$ cat config.mk
export PLATFORM = sky130hd
export DESIGN_NAME = seg7_scan_driver
export DESIGN_NICKNAME = d
export VERILOG_FILES = /design/src/rtl/seg7_pkg.sv /design/src/rtl/bcd_to_seg7.sv /design/src/rtl/seg7_scan_driver.sv
export SDC_FILE = /design/constraint.sdc
export NUM_CORES = 1
export LEC_CHECK = 0
export ABC_AREA = 1
export CORE_UTILIZATION = 46
export CTS_CLUSTER_SIZE = 12
export DETAILED_ROUTE_END_ITERATION = 8
export GPL_TIMING_DRIVEN = 0
export MAX_ROUTING_LAYER = met4
export PLACE_DENSITY = 0.68
export SLEW_MARGIN = 10
export SYNTH_ARGS = -nofsm -noshare
export SYNTH_HDL_FRONTEND = slang
export SYNTH_SLANG_ARGS = --single-unit
$ cat constraint.sdc
create_clock -name clk -period 2.77 [get_ports clk]
set_input_delay 0.277 -clock clk [delete_from_list [all_inputs] [get_ports clk]]
set_output_delay 0.277 -clock clk [all_outputs]
set_load 0.1 [all_outputs]
$ cat src/rtl/seg7_pkg.sv
// Shared types and segment patterns for the 7-segment scan driver.
// Patterns are active-high {g,f,e,d,c,b,a}; the driver inverts them for the common-anode pins.
package seg7_pkg;

  typedef enum logic [1:0] {
    OFF,
    DRIVE,
    GUARD
  } scan_state_t;

  localparam logic [6:0] SEG_0 = 7'h3F;
  localparam logic [6:0] SEG_1 = 7'h06;
  localparam logic [6:0] SEG_2 = 7'h5B;
  localparam logic [6:0] SEG_3 = 7'h4F;
  localparam logic [6:0] SEG_4 = 7'h66;
  localparam logic [6:0] SEG_5 = 7'h6D;
  localparam logic [6:0] SEG_6 = 7'h7D;
  localparam logic [6:0] SEG_7 = 7'h07;
  localparam logic [6:0] SEG_8 = 7'h7F;
  localparam logic [6:0] SEG_9 = 7'h6F;

  // Active-low "everything off" pattern
  localparam logic [6:0] SEG_BLANK = 7'h7F;

endpackage

$ cat src/rtl/bcd_to_seg7.sv
// Combinational BCD digit to active-low segment pattern.
// Invalid codes (10-15) and blanked digits light no segments.
module bcd_to_seg7 (
  input  logic [3:0] bcd,
  input  logic       blank,
  output logic [6:0] seg_n
);
  import seg7_pkg::*;

  logic [6:0] pattern;

  always_comb begin
    pattern = 7'h00;
    case (bcd)
      4'd0:    pattern = SEG_0;
      4'd1:    pattern = SEG_1;
      4'd2:    pattern = SEG_2;
      4'd3:    pattern = SEG_3;
      4'd4:    pattern = SEG_4;
      4'd5:    pattern = SEG_5;
      4'd6:    pattern = SEG_6;
      4'd7:    pattern = SEG_7;
      4'd8:    pattern = SEG_8;
      4'd9:    pattern = SEG_9;
      default: pattern = 7'h00;
    endcase
    seg_n = blank ? SEG_BLANK : ~pattern;
  end

endmodule

$ cat src/rtl/seg7_scan_driver.sv
// Time-multiplexed common-anode 7-segment driver with shadow register,
// guard interval between digits and leading-zero blanking.
module seg7_scan_driver #(
  parameter int NUM_DIGITS   = 4,
  parameter int REFRESH_DIV  = 50000,
  parameter int GUARD_CYCLES = 2,
  parameter int BLANK_LZ     = 1
) (
  input  logic                    clk,
  input  logic                    reset,
  input  logic                    enable,
  input  logic                    load,
  input  logic [4*NUM_DIGITS-1:0] digits_in,
  input  logic [NUM_DIGITS-1:0]   dp_in,
  output logic [6:0]              seg_n,
  output logic                    dp_n,
  output logic [NUM_DIGITS-1:0]   an_n,
  output logic                    scan_tick
);
  import seg7_pkg::*;

  localparam int PW = $clog2(REFRESH_DIV);
  localparam int IW = (NUM_DIGITS > 1) ? $clog2(NUM_DIGITS) : 1;
  localparam int GW = (GUARD_CYCLES > 1) ? $clog2(GUARD_CYCLES) : 1;
  localparam logic [PW-1:0] PRESC_LAST = PW'(REFRESH_DIV - 1);
  localparam logic [GW-1:0] GUARD_LAST = GW'(GUARD_CYCLES - 1);
  localparam logic [IW-1:0] INDEX_LAST = IW'(NUM_DIGITS - 1);
  localparam logic [NUM_DIGITS-1:0] AN_OFF = '1;

  scan_state_t             state_reg, state_next;
  logic [IW-1:0]           index_reg, index_next;
  logic [PW-1:0]           presc_reg, presc_next;
  logic [GW-1:0]           guard_reg, guard_next;
  logic [4*NUM_DIGITS-1:0] shadow_digits_reg;
  logic [NUM_DIGITS-1:0]   shadow_dp_reg;
  logic [6:0]              seg_reg, seg_next;
  logic                    dp_reg, dp_next;
  logic [NUM_DIGITS-1:0]   an_reg, an_next;
  logic                    tick_reg, tick_next;

  logic [3:0]              digit_arr [NUM_DIGITS];
  logic [NUM_DIGITS-1:0]   blank_vec;
  logic [IW-1:0]           entry_idx;
  logic [6:0]              entry_seg;
  logic                    entry_dp;
  logic [NUM_DIGITS-1:0]   entry_an;

  // A digit is blank when it and every more-significant digit are zero
  for (genvar gi = 0; gi < NUM_DIGITS; gi++) begin : g_digit
    assign digit_arr[gi] = shadow_digits_reg[4*gi +: 4];
    if (gi == 0 || BLANK_LZ == 0) begin : g_keep
      assign blank_vec[gi] = 1'b0;
    end else begin : g_lz
      assign blank_vec[gi] = (shadow_digits_reg[4*NUM_DIGITS-1:4*gi] == '0);
    end
  end

  // Digit about to enter DRIVE: 0 when leaving OFF, otherwise the successor
  assign entry_idx = (state_reg == GUARD && index_reg != INDEX_LAST) ? index_reg + 1'b1 : '0;
  assign entry_dp  = ~shadow_dp_reg[entry_idx];
  assign entry_an  = ~(NUM_DIGITS'(1) << entry_idx);

  bcd_to_seg7 u_decode (
    .bcd   (digit_arr[entry_idx]),
    .blank (blank_vec[entry_idx]),
    .seg_n (entry_seg)
  );

  always_comb begin
    state_next = state_reg;
    index_next = index_reg;
    presc_next = presc_reg;
    guard_next = guard_reg;
    seg_next   = seg_reg;
    dp_next    = dp_reg;
    an_next    = an_reg;
    tick_next  = 1'b0;
    if (!enable) begin
      state_next = OFF;
      index_next = '0;
      presc_next = '0;
      guard_next = '0;
      seg_next   = SEG_BLANK;
      dp_next    = 1'b1;
      an_next    = AN_OFF;
    end else begin
      case (state_reg)
        OFF: begin
          state_next = DRIVE;
          index_next = entry_idx;
          presc_next = '0;
          an_next    = entry_an;
          seg_next   = entry_seg;
          dp_next    = entry_dp;
        end
        DRIVE: begin
          if (presc_reg == PRESC_LAST) begin
            state_next = GUARD;
            presc_next = '0;
            guard_next = '0;
            an_next    = AN_OFF;
            seg_next   = SEG_BLANK;
            dp_next    = 1'b1;
            tick_next  = (index_reg == INDEX_LAST);
          end else begin
            presc_next = presc_reg + 1'b1;
          end
        end
        GUARD: begin
          if (guard_reg == GUARD_LAST) begin
            state_next = DRIVE;
            index_next = entry_idx;
            presc_next = '0;
            guard_next = '0;
            an_next    = entry_an;
            seg_next   = entry_seg;
            dp_next    = entry_dp;
          end else begin
            guard_next = guard_reg + 1'b1;
          end
        end
        default: state_next = OFF;
      endcase
    end
  end

  always_ff @(posedge clk or posedge reset) begin
    if (reset) begin
      state_reg <= OFF;
      index_reg <= '0;
      presc_reg <= '0;
      guard_reg <= '0;
      seg_reg   <= SEG_BLANK;
      dp_reg    <= 1'b1;
      an_reg    <= AN_OFF;
      tick_reg  <= 1'b0;
    end else begin
      state_reg <= state_next;
      index_reg <= index_next;
      presc_reg <= presc_next;
      guard_reg <= guard_next;
      seg_reg   <= seg_next;
      dp_reg    <= dp_next;
      an_reg    <= an_next;
      tick_reg  <= tick_next;
    end
  end

  always_ff @(posedge clk or posedge reset) begin
    if (reset) begin
      shadow_digits_reg <= '0;
      shadow_dp_reg     <= '0;
    end else if (load) begin
      shadow_digits_reg <= digits_in;
      shadow_dp_reg     <= dp_in;
    end
  end

  assign seg_n     = seg_reg;
  assign dp_n      = dp_reg;
  assign an_n      = an_reg;
  assign scan_tick = tick_reg;

endmodule

# Word-level counts from Yosys, hierarchy flattened
# Memories as Yosys holds them, arrays and structs flattened.
# Index checks and enable logic that the tools add are counted.
# op_classes
n_shift,1
n_eq_ne,10
n_addsub,3
n_lt_le_gt_ge,2
n_reduce_logical,10
bitwise,4
n_mux,39
# ops
op,count
16-bit 2-to-1 mux,3
16-bit one-hot mux with 3 select lines,1
7-bit 2-to-1 mux,4
7-bit one-hot mux with 3 select lines,1
4-bit 2-to-1 mux,5
16-bit by 1-bit adder with 16-bit output (second input constant),1
16-bit equality test (second input constant),1
12-bit logical NOT,1
2-bit 2-to-1 mux,6
4-bit one-hot mux with 3 select lines,1
1-bit 2-to-1 mux,11
4-bit binary-select mux with 2-bit select,1
8-bit logical NOT,1
2-bit AND reduction,4
7-bit inverter,1
3-bit by 1-bit inequality test with 1-bit output (second input constant),2
3-bit inequality test (second input constant),2
2-bit one-hot mux with 3 select lines,1
1-bit binary-select mux with 2-bit select,2
2-bit equality test (second input constant),2
4-bit logical NOT,1
4-bit by 1-bit inequality test with 1-bit output (second input constant),1
4-bit inverter,1
2-bit one-hot mux with 2 select lines,1
14 further kinds,14
# word_totals
regBits,54
word_cells,80
mem_bits_ro,112
output_inout_bits,13
memories,1
input_bits,24
# mem_list
name,words,word_bits,read_ports,rd_ports_with_merged_regs,write_ports,line_no,source
(no name shown),16,7,1,0,0,bcd_to_seg7.sv:14,case (bcd)

# Longest topological paths before layout
# An unclocked memory read counts as a cell.
# depth
depth_word,13
mapped_depth,15

# Hierarchy
# A second synthesis with hierarchy kept.
# hier_totals
hier_cells,353
area_unflattened_um2,2949.1
# by_module_without_submodules
mod,area_each_um2,seq_area_each_um2,instances,cells_per_inst
seg7_scan_driver,2755.1,1366.3,1,319
bcd_to_seg7,193.9,0.0,1,34

# Worst setup path before layout
# OpenSTA, ideal clock, no wires.
# synth_path
path_kind,flip-flop to flip-flop
startpoint,register index_reg[0]
endpoint,"register seg_reg[3], in the netlist seg_n[3]"
setup_slack_ps,583
arrival_time_ps,2110
path_stages_with_launch,16
setup_time_ps,77
synth_period_minus_slack_ps,2187
cell_sequence,dfrtp_1 > ha_1 > buf_4 > nand4_1 > buf_4 > nand3_1 > nand2_1 > nor2_1 > inv_1 > ha_1 > inv_1 > nand3_1 > nand2_1 > nor2_1 > nor2_1 > nor2_1
# synth_via
elab_chain_len,13
# synth_rtl
element,line_no,source
from (decl),seg7_scan_driver.sv:31,"logic [IW-1:0] index_reg, index_next;"
from (signal assigned),seg7_scan_driver.sv:139,index_reg <= index_next;
"parallel branches: the longest is 2 deep, another holds 2-bit by 1-bit adder with 2-bit output",--,
2-bit 2-to-1 mux *,seg7_scan_driver.sv:59,assign entry_idx = (state_reg == GUARD && index_reg != INDEX_LAST) ? index_reg + 1'b1 : '0;
2-bit inverter with 3-bit output (not written as such),seg7_scan_driver.sv:64,".bcd (digit_arr[entry_idx]),"
4-bit binary-select mux with 2-bit select,seg7_scan_driver.sv:64,
4-bit 2-to-1 mux (not written as such) (2 in a row),seg7_scan_driver.sv:64,
memory 16 x 7 bit,--,
7-bit inverter,bcd_to_seg7.sv:27,seg_n = blank ? SEG_BLANK : ~pattern;
7-bit 2-to-1 mux *,bcd_to_seg7.sv:27,
7-bit 2-to-1 mux,seg7_scan_driver.sv:110,if (guard_reg == GUARD_LAST) begin
7-bit one-hot mux with 3 select lines *,seg7_scan_driver.sv:87,case (state_reg)
7-bit 2-to-1 mux *,seg7_scan_driver.sv:78,if (!enable) begin
to (signal assigned),seg7_scan_driver.sv:142,seg_reg <= seg_next;
to (decl),seg7_scan_driver.sv:36,"logic [6:0] seg_reg, seg_next;"
# Mark *: on every way between the ends. The select of a mux whose other input is x is not followed.
# A chain may end at the register's enable or synchronous reset.

# Worst setup path after layout
# layout_path
startpoint,register index_reg[0]
endpoint,"register seg_reg[1], in the netlist seg_n[1]"
# Same word-level chain as after synthesis.

==> results.toml <==
[clock_network]
cts_resized = 0
clkTransAtPathRegs_ns = 0.10
clock_latency_ns = 0.31
cts_made_buffers = 5
ctsHtreeMaxLevel = 2
clock_sinks = 54
cts_hold_buf = 0
postCtsSetupBuffers = 0
cts_root_buffer = "clkbuf_8"
cts_tree = "built"
clockBufferDepth = 2

[route]
wl_per_cell_um = 12.7
firstDrtPassIters = 4
viasPerCell = 4.99
vias = 2378
drc = 0
wirelength_um = 6050
ant_nets = 0
first_iter_violations = 109

[timing]
fin_crit_ns = 2.47
setup_viol = 0
finClkSkew_ns = 0.0134
finalHoldViolations = 0
fmax_mhz = 405
final_max_slew_viol_count = 0
worstMarginPinSlew_ns = 0.983
slew_headroom = 0.343
totalNegativeSetupSlack_ns = 0
fin_crit_sh = 0.890
rsz0062_at_grt = "false"

[cells_and_area]
regArea_um2 = 1370
final_util = 0.591
syn_to_final_growth_pct = 20.5
nets = 432
multi_input_area_um2 = 1350
drive_gt1_frac = 0.159
fillCellCount = 556
final_common_cell = "nand2_1"
final_cell_mix = "65 x nand2_1, 50 x nor2_1, 42 x inv_1, 42 x dfrtp_1, 35 x clkdlybuf4s50_1"
final_cell_area_um2 = 3580
antenna_cells = 0

[power_and_ir_drop]
intPower_w = 0.00139
pwr-share-clk = 0.323
p_comb_frac = 0.235
switchingPower_w = 0.000625
p_seq_frac = 0.442
leakage_nw = 1.67
ir_drop_mv = 0.454
p_sw_frac = 0.310
cellPowerDensity_nw_per_um2 = 563

[logic_synthesis]
synthArstFlopShare = 1.00
syn_area_per_cell_um2 = 8.30
netlist_area_um2 = 2970
syn_inst = 358
synth-warning-count = 0
synth_ff_type = "dfrtp_1"
ys_types = 35
synth-seq-area-share = 0.460
synth-seq-cells = 54
synth_edf_count = 0
syn-num-nets = 389

[placement]
globalplace.congestion = 0.874
placement.io_buffers = 35
dpl_cell_area_um2 = 3440
post-dp-hpwl_um = 4690

[global_routing]
grt_max_degree = 38
antenna_found_initial = 0
grt_first_pass_wirelength_um = 10800
gr-usage-all-layers = 0.215
overflow = 0
grt_pass1_vias = 2314

[setup_path]
worstPathMaxFanout = 10
critPathRequiredTime_ns = 3.02
r2r_cells = 13
max_stage_delay_ns = 0.46
cp.arrival_ns = 2.72
slowest_stage = "dfrtp_1"
critical_path.startpoint_type = "register"
crit_chain = "ha_1 -> buf_4 -> nand4_1 -> buf_4 -> inv_1 -> nand2_1 -> nand2_1 -> inv_1 -> ha_1 -> nor2_1 -> nand3b_1 -> nand2_1 -> inv_1"
crit_start = "index_reg[0]$_DFFE_PP0P_"
critPathKind = "register to register"
critPathCaptureType = "register"
r2r-start = "index_reg[0]$_DFFE_PP0P_"

[floorplan]
num_rows = 28
ioPinCount = 37
die_h_um = 82.4
start_util = 0.491
fp.dieW_um = 82.4
die_area_um2 = 6790
core_um2 = 6060

[run]
drv_cap = 0

[outcome]
status = "finished clean"

[min_path]
hp-class = "input port to asynchronous set/reset pin"
-- path summary, 6_finish.rpt --
path	to	slack (ns)
setup / recovery	seg_n[1]$_DFFE_PP1P_	0.30
hold / removal	shadow_digits_reg[14]$_DFFE_PP0P_	0.27
setup reg to reg	seg_n[1]$_DFFE_PP1P_	0.30
hold reg to reg	seg_n[3]$_DFFE_PP1P_	0.50
max in group asynchronous	an_n[3]$_DFFE_PP1P_	1.91
min in group clk	shadow_digits_reg[14]$_DFFE_PP0P_	0.35
-- cell usage after synthesis (2+ instances only) --
cell type	n	area, µm²
inv_2	3	11.3
nor2_4	5	56.3
dfrtp_1	42	1050
nand2_2	8	50.1
clkbuf_1	3	11.3
a21oi_1	5	25.0
ha_1	7	87.6
xor2_1	6	52.6
nand3_2	2	20.0
o21ai_0	23	115
a31oi_1	3	18.8
or2_0	2	12.5
nand4_1	16	100
mux2_2	10	113
o21ai_2	2	17.5
nand3_1	27	135
nand2_1	65	244
dfstp_2	12	315
inv_1	43	161
nor2_1	51	191
nor3_1	6	30.0
buf_6	2	22.5
buf_4	3	22.5
-- cells by family (layout without fill, tap and decap cells) --
kind of cell	after synthesis	after routing	synth area share
and+or+nand+nor	187	187	0.300
DFF	54	54	0.460
buffers and inverters	57	101	0.0863
adders and majority gates	7	7	0.0295
muxes	10	10	0.0379
AOI/OAI and AO/OA	36	36	0.0665
xor gates and xnor gates	7	7	0.0206
-- final cells by class --
| class | count | area share |
|---|---|---|
| flip-flops and latches | 54 | 0.381 |
| multi-input cells | 247 | 0.378 |
| repair buffers | 36 | 0.103 |
| inverters | 47 | 0.0506 |
| well taps | 75 | 0.0262 |
| clock buffers | 6 | 0.0231 |
| plain buffers | 10 | 0.0210 |
| clock inverters | 2 | 0.0168 |
-- layer usage --
metal | vias to the layer above | track usage | wire length, µm
li1 | 1236 | - | -
met1 | 1101 | 0.287 | 3010
met5 | - | - | 0
met4 | 0 | 0.0474 | 46
met2 | 37 | 0.345 | 2840
met3 | 4 | 0.0374 | 159
-- metrics by stage --
step	std cells	hold slack (ns)	power (W)	worst slack, ns
floorplan	358	0.398	0.00126	0.583
global placement	468	0.491	0.00137	0.190
detailed placement	469	0.493	0.00138	0.261
CTS	477	0.276	0.00203	0.236
global route	477	0.298	0.00211	0.113
finish	477	0.265	0.00202	0.304
-- worst max-delay path: cells and delay by family (launching register included) --
family | cells | cell delay, ns
adder cells (fa/ha/maj) | 2 | 0.60
flip-flops | 1 | 0.46
AND/OR/NAND/NOR | 6 | 0.71
buffers and inverters | 5 | 0.64
-- power by group through the flow --
stage / clock network, W / logic, W / registers, W
6_report: 0.000651 / 0.000474 / 0.000890
2_1_floorplan: 0 / 0.000196 / 0.00106
3_3_place_gp: 0 / 0.000468 / 0.000904
5_1_grt: 0.000692 / 0.000520 / 0.000900
4_1_cts: 0.000663 / 0.000479 / 0.000891
3_5_place_dp: 0 / 0.000477 / 0.000906
Note: power is estimated with default switching activity, not from simulation.
